===== src/rtl/ttt_pkg.sv =====
// Shared encodings, colours, board geometry and FSM states for the tic-tac-toe renderer.
// Optional grid drawing after reset is enabled by defining GRID_DRAW_EN.
package ttt_pkg;

  localparam logic [1:0] SYM_NONE = 2'b00;
  localparam logic [1:0] SYM_X    = 2'b01;
  localparam logic [1:0] SYM_O    = 2'b10;
  localparam logic [1:0] SYM_BAD  = 2'b11;

  localparam logic [2:0] COL_X    = 3'b100;
  localparam logic [2:0] COL_O    = 3'b001;
  localparam logic [2:0] COL_BG   = 3'b000;
  localparam logic [2:0] COL_GRID = 3'b111;

  localparam int unsigned X0       = 24;
  localparam int unsigned Y0       = 4;
  localparam int unsigned CELL     = 36;
  localparam int unsigned LINE     = 2;
  localparam int unsigned SPR      = 16;
  localparam int unsigned PITCH    = CELL + LINE;
  localparam int unsigned INSET    = (CELL - SPR) / 2;
  localparam int unsigned GRID_LEN = 3 * CELL + 2 * LINE;
  localparam int unsigned GRID_SEG = LINE * GRID_LEN;

  typedef enum logic [2:0] {StIdle, StGrid, StDraw, StDone, StRej} state_e;

  function automatic logic [7:0] cell_ox(input logic [1:0] col);
    return 8'(X0 + int'(col) * PITCH + INSET);
  endfunction

  function automatic logic [6:0] cell_oy(input logic [1:0] row);
    return 7'(Y0 + int'(row) * PITCH + INSET);
  endfunction

endpackage


===== src/rtl/ttt_sprite_px.sv =====
// Combinational 16x16 sprite lookup: returns whether pixel (row, col) is set for a symbol.
module ttt_sprite_px
  import ttt_pkg::*;
(
  input  logic [3:0] i_row,
  input  logic [3:0] i_col,
  input  logic [1:0] i_sym,
  output logic       o_pixel_on
);

  logic [4:0] w_diff;
  logic [4:0] w_sum;
  logic       w_x_on;
  logic       w_o_on;
  logic       w_edge_r, w_edge_c, w_mid_r, w_mid_c;

  // Difference taken mod 32, so |i-j|<=1 is {0, 1, 31}.
  assign w_diff   = {1'b0, i_row} - {1'b0, i_col};
  assign w_sum    = {1'b0, i_row} + {1'b0, i_col};
  assign w_x_on   = (w_diff == 5'd0) || (w_diff == 5'd1) || (w_diff == 5'd31) ||
                    ((w_sum >= 5'd14) && (w_sum <= 5'd16));
  assign w_edge_r = (i_row <= 4'd1) || (i_row >= 4'd14);
  assign w_edge_c = (i_col <= 4'd1) || (i_col >= 4'd14);
  assign w_mid_r  = !w_edge_r;
  assign w_mid_c  = !w_edge_c;
  assign w_o_on   = (w_edge_r && w_mid_c) || (w_edge_c && w_mid_r);

  always_comb begin
    o_pixel_on = 1'b0;
    case (i_sym)
      SYM_X:   o_pixel_on = w_x_on;
      SYM_O:   o_pixel_on = w_o_on;
      default: o_pixel_on = 1'b0;
    endcase
  end

endmodule


===== src/rtl/board_renderer.sv =====
// Rasterises one X/O/blank sprite per request into a board cell via the VGA pixel port.
// Define GRID_DRAW_EN to draw the four grid lines once after reset release.
module board_renderer
  import ttt_pkg::*;
(
  input  logic       clock,
  input  logic       resetn,
  input  logic       draw_req,
  input  logic [3:0] pos,
  input  logic [1:0] sym,
  output logic       busy,
  output logic       done,
  output logic       err,
  output logic [7:0] x,
  output logic [6:0] y,
  output logic [2:0] colour,
  output logic       plot
);

`ifdef GRID_DRAW_EN
  localparam state_e ResetState = StGrid;
`else
  localparam state_e ResetState = StIdle;
`endif

  state_e     r_state, w_state_next;
  logic [7:0] r_k, w_k_next;
  logic [7:0] r_ox, w_ox_next;
  logic [6:0] r_oy, w_oy_next;
  logic [1:0] r_sym, w_sym_next;
  logic [7:0] r_x, w_x_next;
  logic [6:0] r_y, w_y_next;
  logic [2:0] r_colour, w_colour_next;
  logic       r_plot, w_plot_next;
  logic       r_done, w_done_next;
  logic       r_err, w_err_next;
  logic [1:0] w_col, w_row;
  logic       w_pos_ok;
  logic       w_px_on;
  logic       w_grid;
  logic [7:0] w_gx;
  logic [6:0] w_gy;

  always_comb begin
    w_pos_ok = 1'b1;
    w_col    = 2'd0;
    w_row    = 2'd0;
    case (pos)
      4'd1:    begin w_col = 2'd0; w_row = 2'd0; end
      4'd2:    begin w_col = 2'd1; w_row = 2'd0; end
      4'd3:    begin w_col = 2'd2; w_row = 2'd0; end
      4'd4:    begin w_col = 2'd0; w_row = 2'd1; end
      4'd5:    begin w_col = 2'd1; w_row = 2'd1; end
      4'd6:    begin w_col = 2'd2; w_row = 2'd1; end
      4'd7:    begin w_col = 2'd0; w_row = 2'd2; end
      4'd8:    begin w_col = 2'd1; w_row = 2'd2; end
      4'd9:    begin w_col = 2'd2; w_row = 2'd2; end
      default: w_pos_ok = 1'b0;
    endcase
  end

`ifdef GRID_DRAW_EN
  logic [9:0] r_g, w_g_next;
  logic [7:0] w_gm;
  logic [1:0] w_seg;
  logic [6:0] w_along;

  // Each line is LINE px thick; the low bit of the in-segment count picks the thickness row.
  always_comb begin
    w_seg = 2'd0;
    w_gm  = r_g[7:0];
    if (r_g < 10'(GRID_SEG)) begin
      w_seg = 2'd0; w_gm = 8'(r_g);
    end else if (r_g < 10'(2 * GRID_SEG)) begin
      w_seg = 2'd1; w_gm = 8'(r_g - 10'(GRID_SEG));
    end else if (r_g < 10'(3 * GRID_SEG)) begin
      w_seg = 2'd2; w_gm = 8'(r_g - 10'(2 * GRID_SEG));
    end else begin
      w_seg = 2'd3; w_gm = 8'(r_g - 10'(3 * GRID_SEG));
    end
    w_along = w_gm[7:1];
    w_gx    = 8'(X0) + {1'b0, w_along};
    w_gy    = 7'(Y0) + w_along;
    case (w_seg)
      2'd0:    w_gx = 8'(X0 + CELL) + {7'd0, w_gm[0]};
      2'd1:    w_gx = 8'(X0 + CELL + PITCH) + {7'd0, w_gm[0]};
      2'd2:    w_gy = 7'(Y0 + CELL) + {6'd0, w_gm[0]};
      default: w_gy = 7'(Y0 + CELL + PITCH) + {6'd0, w_gm[0]};
    endcase
  end
`else
  assign w_gx = 8'd0;
  assign w_gy = 7'd0;
`endif

  always_comb begin
    w_state_next = r_state;
    w_k_next     = r_k;
    w_ox_next    = r_ox;
    w_oy_next    = r_oy;
    w_sym_next   = r_sym;
    w_plot_next  = 1'b0;
    w_done_next  = 1'b0;
    w_err_next   = 1'b0;
    w_grid       = 1'b0;
`ifdef GRID_DRAW_EN
    w_g_next     = r_g;
`endif
    case (r_state)
      StIdle: begin
        if (draw_req) begin
          if (!w_pos_ok || (sym == SYM_BAD)) begin
            w_state_next = StRej;
            w_err_next   = 1'b1;
          end else begin
            w_state_next = StDraw;
            w_k_next     = 8'd0;
            w_ox_next    = cell_ox(w_col);
            w_oy_next    = cell_oy(w_row);
            w_sym_next   = sym;
            w_plot_next  = 1'b1;
          end
        end
      end
      StDraw: begin
        if (r_k == 8'hff) begin
          w_state_next = StDone;
          w_done_next  = 1'b1;
        end else begin
          w_k_next    = r_k + 8'd1;
          w_plot_next = 1'b1;
        end
      end
`ifdef GRID_DRAW_EN
      StGrid: begin
        if (r_g == 10'(4 * GRID_SEG)) begin
          w_state_next = StIdle;
        end else begin
          w_plot_next = 1'b1;
          w_grid      = 1'b1;
          w_g_next    = r_g + 10'd1;
        end
      end
`endif
      default: w_state_next = StIdle;
    endcase
  end

  ttt_sprite_px u_sprite (
    .i_row      (w_k_next[7:4]),
    .i_col      (w_k_next[3:0]),
    .i_sym      (w_sym_next),
    .o_pixel_on (w_px_on)
  );

  // Pixel port is computed from next-state values so it is registered alongside the counter.
  always_comb begin
    w_x_next      = 8'd0;
    w_y_next      = 7'd0;
    w_colour_next = COL_BG;
    if (w_plot_next) begin
      if (w_grid) begin
        w_x_next      = w_gx;
        w_y_next      = w_gy;
        w_colour_next = COL_GRID;
      end else begin
        w_x_next      = w_ox_next + {4'd0, w_k_next[3:0]};
        w_y_next      = w_oy_next + {3'd0, w_k_next[7:4]};
        w_colour_next = !w_px_on ? COL_BG : ((w_sym_next == SYM_O) ? COL_O : COL_X);
      end
    end
  end

  always_ff @(posedge clock or negedge resetn) begin
    if (!resetn) begin
      r_state  <= ResetState;
      r_k      <= 8'd0;
      r_ox     <= 8'd0;
      r_oy     <= 7'd0;
      r_sym    <= SYM_NONE;
      r_x      <= 8'd0;
      r_y      <= 7'd0;
      r_colour <= COL_BG;
      r_plot   <= 1'b0;
      r_done   <= 1'b0;
      r_err    <= 1'b0;
`ifdef GRID_DRAW_EN
      r_g      <= 10'd0;
`endif
    end else begin
      r_state  <= w_state_next;
      r_k      <= w_k_next;
      r_ox     <= w_ox_next;
      r_oy     <= w_oy_next;
      r_sym    <= w_sym_next;
      r_x      <= w_x_next;
      r_y      <= w_y_next;
      r_colour <= w_colour_next;
      r_plot   <= w_plot_next;
      r_done   <= w_done_next;
      r_err    <= w_err_next;
`ifdef GRID_DRAW_EN
      r_g      <= w_g_next;
`endif
    end
  end

  assign busy   = (r_state != StIdle);
  assign done   = r_done;
  assign err    = r_err;
  assign x      = r_x;
  assign y      = r_y;
  assign colour = r_colour;
  assign plot   = r_plot;

endmodule


===== config.mk =====
export PLATFORM = sky130hd
export DESIGN_NAME = board_renderer
export DESIGN_NICKNAME = d
export VERILOG_FILES = /design/src/rtl/ttt_pkg.sv /design/src/rtl/ttt_sprite_px.sv /design/src/rtl/board_renderer.sv
export SDC_FILE = /design/constraint.sdc
export NUM_CORES = 1
export LEC_CHECK = 0
export CAP_MARGIN = 10
export CORE_MARGIN = 2
export CORE_UTILIZATION = 54
export DETAILED_ROUTE_END_ITERATION = 8
export GPL_ROUTABILITY_DRIVEN = 0
export PLACE_DENSITY = 0.77
export SLEW_MARGIN = 20
export SYNTH_ARGS = -nofsm -noshare
export SYNTH_HDL_FRONTEND = slang
export SYNTH_SLANG_ARGS = --single-unit

===== constraint.sdc =====
create_clock -name clock -period 11.2 [get_ports clock]
set_input_delay 2.8 -clock clock [delete_from_list [all_inputs] [get_ports clock]]
set_output_delay 2.8 -clock clock [all_outputs]
set_load 0.01 [all_outputs]

==> results of run 1 <==
## layout make-up
type	count	area, sq um	share of cell area
Multi-Input combinational cell	209	1560	0.471
Tap cell	70	87.6	0.0264
Clock inverter	2	13.8	0.00416
Timing Repair Buffer	30	295	0.0892
Sequential cell	48	1200	0.363
Clock buffer	6	82.6	0.0249
Inverter	19	71.3	0.0215
## worst min-delay path by stage
stage                       from           endpoint  slack (ps)  cells after the start
2_1_floorplan  r_ox[3]$_DFF_PN0_  r_ox[3]$_DFF_PN0_         440                      2
3_3_place_gp   r_ox[3]$_DFF_PN0_  r_ox[3]$_DFF_PN0_         460                      2
3_5_place_dp   r_ox[3]$_DFF_PN0_  r_ox[3]$_DFF_PN0_         460                      2
4_1_cts        r_ox[3]$_DFF_PN0_  r_ox[3]$_DFF_PN0_         490                      2
5_1_grt        r_oy[0]$_DFF_PN0_  r_oy[0]$_DFF_PN0_         510                      1
6_report       r_ox[3]$_DFF_PN0_  r_ox[3]$_DFF_PN0_         490                      2
## cells in the mapped netlist (4+ instances only)
master,n,share of area
dfrtp_1,48,0.42
ha_1,24,0.10
nand2_1,20,0.026
inv_1,18,0.024
nor2_1,14,0.018
nor3_1,12,0.021
nor2b_1,10,0.022
a21oi_1,9,0.016
o21ai_0,9,0.016
xnor2_1,9,0.027
and2_1,7,0.015
nand2b_1,7,0.015
o21a_1,7,0.018
and3_1,6,0.013
mux2i_1,6,0.021
nand3_1,6,0.010
a21o_1,5,0.013
a31oi_1,5,0.011
nand4_1,5,0.011
fa_1,4,0.028
o211ai_1,4,0.010
o21ai_1,4,0.0070
## flip-flops by register name, summed over array words and instances (netlist names)
| name | cells |
|---|---|
| err | 1 |
| r_sym | 2 |
| x | 8 |
| r_state | 3 |
| y | 7 |
| plot | 1 |
| r_ox | 8 |
| done | 1 |
| colour | 2 |
| r_oy | 7 |
| r_k | 8 |
## where the power goes
group          switching [uW]  internal [uW]  total [uW]
clock                    58.4           50.5         109
combinational             339            296         635
sequential               32.6            239         272
## kinds of logic after synthesis
group,Yosys count,synth area share
xor gates and xnor gates,11,0.0336
DFF,48,0.419
AOI/OAI and AO/OA,59,0.143
adders and majority gates,28,0.133
buffers and inverters,25,0.0371
muxes,7,0.0249
and+or+nand+nor,103,0.209
other,1,0.00131
## placed cells by master (no fill, tap or decap), drive strengths merged, types with 9 or more instances in the layout
master / synthesis / layout
a21oi: 10 / 10
clkdlybuf4s50: 0 / 28
dfrtp: 48 / 48
ha: 24 / 24
inv: 19 / 20
nand2: 20 / 20
nor2: 15 / 15
nor2b: 10 / 10
nor3: 12 / 12
o21ai: 13 / 13
xnor2: 9 / 9
## per-stage QoR
stage / power [uW] / cell area [sq um] / worst slack [ps] / hold WS, ps / std cells
2_1_floorplan: 731 / 2870 / 5160 / 444 / 282
3_3_place_gp: 891 / 3210 / 4170 / 461 / 376
3_5_place_dp: 904 / 3210 / 4020 / 465 / 376
4_1_cts: 1020 / 3310 / 4330 / 488 / 384
5_1_grt: 1110 / 3310 / 3990 / 510 / 384
6_report: 1020 / 3310 / 4370 / 486 / 384
## worst max-delay path: stages
cell	delay (ps)
clkdlybuf4s50_1	480
or4b_4	510
nand4b_4	440
a31oi_1	710
inv_1	230
fa_1	490
nor2b_1	150
o21a_1	190
nor3_1	160
or3b_2	480
o211ai_1	100
mux2i_1	130
nor3_1	180
## per-layer routing
layer | vias up | global-route usage
met5 | - | 0
met4 | 0 | 0.0764
met3 | 11 | 0.0329
met2 | 46 | 0.346
met1 | 1034 | 0.264
li1 | 1057 | -
==> flow_summary.toml, run 1 <==
[synthesis]
synthArstFlopShare = 1.00
synth_edf_count = 0
syn_nets = 319
ys.warnings.count = 0
ys_ff_latch = 48
synth_cell_types = 56
synth-seq-area-share = 0.419
synth-main-ff-cell = "dfrtp_1"
synth_area_sq_um = 2870
postSynthCellCount = 282
syn_avg_cell_area_sq_um = 10.2

[route]
drc = 0
top_layer_used = "met4"
dr.pass1.iters = 4
drt_iter0_drc = 167
wl_met2_um = 2750
drtAntennaViolNets = 0
wl_met3_um = 213
m1WireLength_um = 2610
routedWlPerCell_um = 14.8
via_count = 2148
wl_um = 5690
avgViaCountPerCell = 5.59

[global_route]
antenna_found_initial = 0
grt_pass1_vias = 2137
grt.overflow.total = 0
grt_pass1_wl_um = 9700
grt_max_degree = 49
track_usage = 0.204

[timing]
tns_ps = 0
slew_viol_final = 0
rsz0062_at_grt = "no"
final-hold-violation-count = 0
max_freq_mhz = 146
max_slew_margin = 0.528
fin_crit_ps = 6830
finalClockSkew_ps = 5.81
setup-violations-final = 0
tightest_slew_ps = 704
period_share = 0.610

[cts]
h-tree-depth = 2
clkSinkCount = 48
cts_tree = "built"
holdBufCountCts = 0
clkLatencyLatePin_ps = 300
cts_setup_buffers = 0
cts_made_buffers = 5
root_buffer = "clkbuf_8"
cts_resized = 0
cts_buffer_depth = 2
clk_pin_slew_ps = 90

[floorplanning]
pin_count = 31
core-area_sq_um = 5110
die_area_sq_um = 5910
start_util = 0.561
row_count = 26
die_y_um = 76.9
die_w_um = 76.9

[layout]
final_util = 0.648
area_growth_pct = 15.5
n_antenna_cell = 0
drive_above_1_share = 0.0701
final_nets = 350
fill_cells = 420

[worst_setup_path]
worstPathRequired_ps = 11420
r2r-start = "r_state[1]$_DFFE_PN0P_"
crit_path_end = "colour[2]$_DFF_PN0_"
reg2reg_to = "colour[2]$_DFF_PN0_"
endpoint_kind = "flip-flop"
path_max_fanout = 26
ff2ff_setup_slack_ps = 6840
start_kind = "primary input"
critical_path_arrival_ps = 7060
reg2reg_depth = 12
worstSetupPathType = "in -> reg"
critical_path.startpoint = "draw_req"

[placed_design]
hpwl_um = 4230
port_buffers = 29

[power]
p_leak_uw = 0.00154
power_density_nw_per_um2 = 307
vdd_drop_max_uv = 169

[hold_path]
hold_class = "reg -> reg"

[job]
drv_cap = 0

[status]
outcome = "complete, no violations"
No activity file was read; power rests on OpenSTA's default activity.
==> run 2: changes to the inputs <==
- clock period: 11.2 -> 6.3 ns (I/O delays scaled with it)
==> run 2 against run 1 <==
Clock skew increased by 6.1 ps. Total power increased by 80%. First-iteration DRC count increased by 27%. Largest cell class unchanged. Via count increased by 1.3%.
==> flow_summary.toml, run 2 (synthesis results as in run 1) <==
[power]
power_density_nw_per_um2 = 550
vdd_drop_max_uv = 323
p_leak_uw = 0.00154
p_total_uw = 1830

[job]
drv_cap = 0

[layout]
final_cell_mix = "dfrtp_1 (48), clkdlybuf4s50_1 (28), ha_1 (24)"
n_antenna_cell = 0
stdcell_count = 385
drive_above_1_share = 0.0730
final_nets = 351
area_growth_pct = 15.8
final_util = 0.650
final_common_cell = "dfrtp_1"
fill_cells = 417

[timing]
tns_ps = 0
setup-violations-final = 0
finalClockSkew_ps = 11.9
fin_crit_ps = 5330
tightest_slew_ps = 735
max_slew_margin = 0.508
max_freq_mhz = 187
period_share = 0.847
setup_slack_ps = 966
slew_viol_final = 0
final-hold-violation-count = 0
rsz0062_at_grt = "no"

[cts]
h-tree-depth = 2
clk_pin_slew_ps = 90
clkSinkCount = 48
holdBufCountCts = 0
root_buffer = "clkbuf_8"
cts_resized = 0
cts_buffer_depth = 2
cts_tree = "built"
cts_setup_buffers = 0
cts_made_buffers = 5
clkLatencyLatePin_ps = 310

[global_route]
grt_max_degree = 49
grt.overflow.total = 0
grt_pass1_wl_um = 10200
antenna_found_initial = 0
track_usage = 0.216
grt_pass1_vias = 2128

[worst_setup_path]
ff2ff_setup_slack_ps = 2290
critical_path_arrival_ps = 5550
path_max_fanout = 13
worstPathRequired_ps = 6520
endpoint_kind = "flip-flop"
worstSetupPathType = "in -> reg"
start_kind = "primary input"

[route]
dr.pass1.iters = 4
via_count = 2176
drc = 0
drt_iter0_drc = 212
drtAntennaViolNets = 0
avgViaCountPerCell = 5.65
wl_um = 5850
routedWlPerCell_um = 15.2

[floorplanning]
die_y_um = 76.9
die_w_um = 76.9
die_area_sq_um = 5910
pin_count = 31
core-area_sq_um = 5110
start_util = 0.561
row_count = 26

[placed_design]
dpl_worst_slack_ps = 668
port_buffers = 29
dp.cells = 377
hpwl_um = 4410

[hold_path]
hold_class = "reg -> reg"

[status]
outcome = "complete, no violations"
-- run 2: worst paths after layout --
path,from,end,cells after the start
worst max-delay path,pos[1],colour[2]$_DFF_PN0_,16
worst min-delay path,r_ox[3]$_DFF_PN0_,r_ox[3]$_DFF_PN0_,2
worst max register to register,r_state[0]$_DFFE_PN0P_,colour[2]$_DFF_PN0_,13
worst min register to register,r_ox[3]$_DFF_PN0_,r_ox[3]$_DFF_PN0_,2
max in group asynchronous,resetn,r_ox[2]$_DFF_PN0_,1
min in group asynchronous,resetn,done$_DFF_PN0_,1
-- run 2: through the flow --
stage          cell area (sq um)  hold WS (ps)
4_1_cts                     3320           499
2_1_floorplan               2870           444
3_5_place_dp                3220           477
5_1_grt                     3320           517
3_3_place_gp                3220           462
6_report                    3320           497
-- run 2: layout make-up --
| class | count | area, sq um | share of cell area |
|---|---|---|---|
| tap | 70 | 87.6 | 0.0264 |
| inverter | 19 | 71.3 | 0.0215 |
| clock inverter | 2 | 13.8 | 0.00415 |
| clock buffer | 6 | 82.6 | 0.0249 |
| sequential | 48 | 1200 | 0.362 |
| timing repair buffer | 31 | 303 | 0.0912 |
| multi-input combinational | 209 | 1560 | 0.470 |
-- run 2: layer usage --
| metal | track usage | wire length [um] | share of wire |
|---|---|---|---|
| met2 | 0.353 | 2800 | 0.48 |
| met4 | 0.0800 | 139 | 0.024 |
| met5 | 0 | 0 | 0 |
| met3 | 0.0365 | 308 | 0.053 |
| met1 | 0.291 | 2590 | 0.44 |
-- run 2: critical path, cell delays in order --
cell and delay, ps:
clkdlybuf4s50_1 540, o21ai_1 450, nand3_2 180, nor2_4 280, a21oi_4 130, inv_2 220, a21oi_1 130, ha_1 250
fa_1 400, nor2b_1 150, o21a_1 190, nor3_1 150, or3b_2 480, o211ai_1 90, mux2i_1 130, nor3_1 200
-- run 2: power by group --
group	switching (uW)	internal, uW	total, uW
clock	106	89.8	196
sequential	60.8	425	485
combinational	609	537	1150
==> run 3: changes to the inputs <==
- clock period: 6.3 -> 5 ns (I/O delays scaled with it)
==> run 3 against run 2 <==
Clock skew down 3.8 ps. Critical path depth down 3. Worst setup slack worse by 490 ps. Sequential share of layout area down 1.2 points. Non-clock buffer count up 10. Core utilization up 2.3 points. Flip-flop and latch count unchanged. Cell count up 2.6%. Routed wire length up 2.9%. Critical path type unchanged. Largest power group unchanged.
==> flow_summary.toml, run 3 (synthesis results as in run 1) <==
[route]
dr.pass1.iters = 4
drtAntennaViolNets = 0
avgViaCountPerCell = 5.62
drc = 0
wl_um = 6010
drt_iter0_drc = 104
routedWlPerCell_um = 15.2
via_count = 2218

[status]
outcome = "complete, no violations"

[floorplanning]
die_y_um = 76.9
die_area_sq_um = 5910
pin_count = 31
die_w_um = 76.9
start_util = 0.561
row_count = 26
core-area_sq_um = 5110

[power]
vdd_drop_max_uv = 358
power_density_nw_per_um2 = 705
p_leak_uw = 0.00161
p_total_uw = 2420

[timing]
setup-violations-final = 0
hold_ws_ps = 496
slew_viol_final = 0
tightest_slew_ps = 972
finalClockSkew_ps = 8.12
final-hold-violation-count = 0
fin_crit_ps = 4530
tns_ps = 0
rsz0062_at_grt = "no"
max_slew_margin = 0.346
max_freq_mhz = 221
period_share = 0.906

[global_route]
track_usage = 0.223
grt_max_degree = 49
use_met2 = 0.374
antenna_found_initial = 0
grt_pass1_wl_um = 10600
grt-busiest-layer = "met2"
grt.overflow.total = 0
grt_pass1_vias = 2203
use_met3 = 0.0306
met1_usage = 0.302

[cts]
cts_tree = "built"
clk_pin_slew_ps = 90
h-tree-depth = 2
cts_resized = 0
cts_made_buffers = 5
clkSinkCount = 48
holdBufCountCts = 0
root_buffer = "clkbuf_8"
cts_buffer_depth = 2
cts_setup_buffers = 0
clkLatencyLatePin_ps = 300

[layout]
fill_cells = 402
area_growth_pct = 19.8
final_cell_mix = "dfrtp_1 (48), clkdlybuf4s50_1 (28), ha_1 (24)"
drive_above_1_share = 0.102
final_common_cell = "dfrtp_1"
final_nets = 361
n_antenna_cell = 0
final_util = 0.673

[worst_setup_path]
start_kind = "primary input"
worstPathRequired_ps = 5220
critPathSlowestCell = "or4b_4"
critical_path_arrival_ps = 4750
path_max_fanout = 6
slowest_delay_ps = 510
crit_buf_inv = 2
crit_chain = "clkdlybuf4s50_1 -> or4b_4 -> nand4b_4 -> a31oi_1 -> inv_1 -> fa_1 -> nor2b_1 -> o21a_1 -> nor3_1 -> or3b_2 -> o211ai_1 -> mux2i_1 -> nor3_1"
path_delay_family = "simple AND/OR/NAND/NOR gates"
worstSetupPathType = "in -> reg"
critical_path.most_common_cell = "nor3_1"
endpoint_kind = "flip-flop"

[hold_path]
hold_class = "reg -> reg"

[placed_design]
port_buffers = 29
hpwl_um = 4540

[job]
drv_cap = 0
run 3: changes by cell type in the layout (fill, tap and decap cells not counted), sizes merged:
cell,before,now
buf,3,13
bufinv,0,2
clkbuf,6,5
clkinv,1,0
run 3: worst paths after layout:
check / start / endpoint / slack [ps] / depth (start not counted)
worst max-delay path: draw_req / colour[2]$_DFF_PN0_ / 470 / 13
worst min-delay path: r_ox[7]$_DFF_PN0_ / r_ox[7]$_DFF_PN0_ / 500 / 2
worst max register to register: r_k[0]$_DFF_PN0_ / colour[2]$_DFF_PN0_ / 1300 / 14
worst min register to register: r_ox[7]$_DFF_PN0_ / r_ox[7]$_DFF_PN0_ / 500 / 2
max in group asynchronous: resetn / r_ox[7]$_DFF_PN0_ / 3650 / 1
min in group asynchronous: resetn / r_sym[1]$_DFF_PN0_ / 950 / 1
run 3: layout make-up:
type,count,area [sq um],area share
sequential,48,1200,0.350
timing repair buffer,41,378,0.110
inverter,19,71.3,0.0208
clock buffer,5,68.8,0.0200
clock inverter,3,68.8,0.0200
tap,70,87.6,0.0255
multi-input combinational,209,1560,0.454
run 3: stage by stage:
step | cells | cell area (sq um) | worst slack, ps
after CTS | 395 | 3430 | 476
after global routing | 395 | 3440 | 264
after detailed placement | 387 | 3300 | 173
final | 395 | 3440 | 472
after floorplan | 282 | 2870 | 505
after global placement | 387 | 3300 | 250
run 3: worst reg2reg max path, cell delays in order, from the launching register on:
cell	delay (ps)
dfrtp_1	490
ha_1	240
and3_1	210
nand2b_1	210
a21oi_1	350
a21oi_1	130
ha_1	260
fa_1	390
nor2b_1	150
o21a_1	190
nor3_1	140
or3b_2	470
o211ai_1	100
mux2i_1	130
nor3_1	170
run 3: power breakdown:
group / switching [uW] / internal [uW] / total [uW] / leakage [uW]
logic: 777 / 698 / 1470 / 0.000943
clock network: 132 / 201 / 334 / 0.0000687
registers: 77.2 / 535 / 612 / 0.000597
run 3: metal layers:
metal  routed length (um)  share of wire  vias up
li1                     -              -     1076
met4                  117          0.019        0
met5                    0              0        -
met3                  213          0.035       12
met2                 2910           0.48       60
met1                 2770           0.46     1070
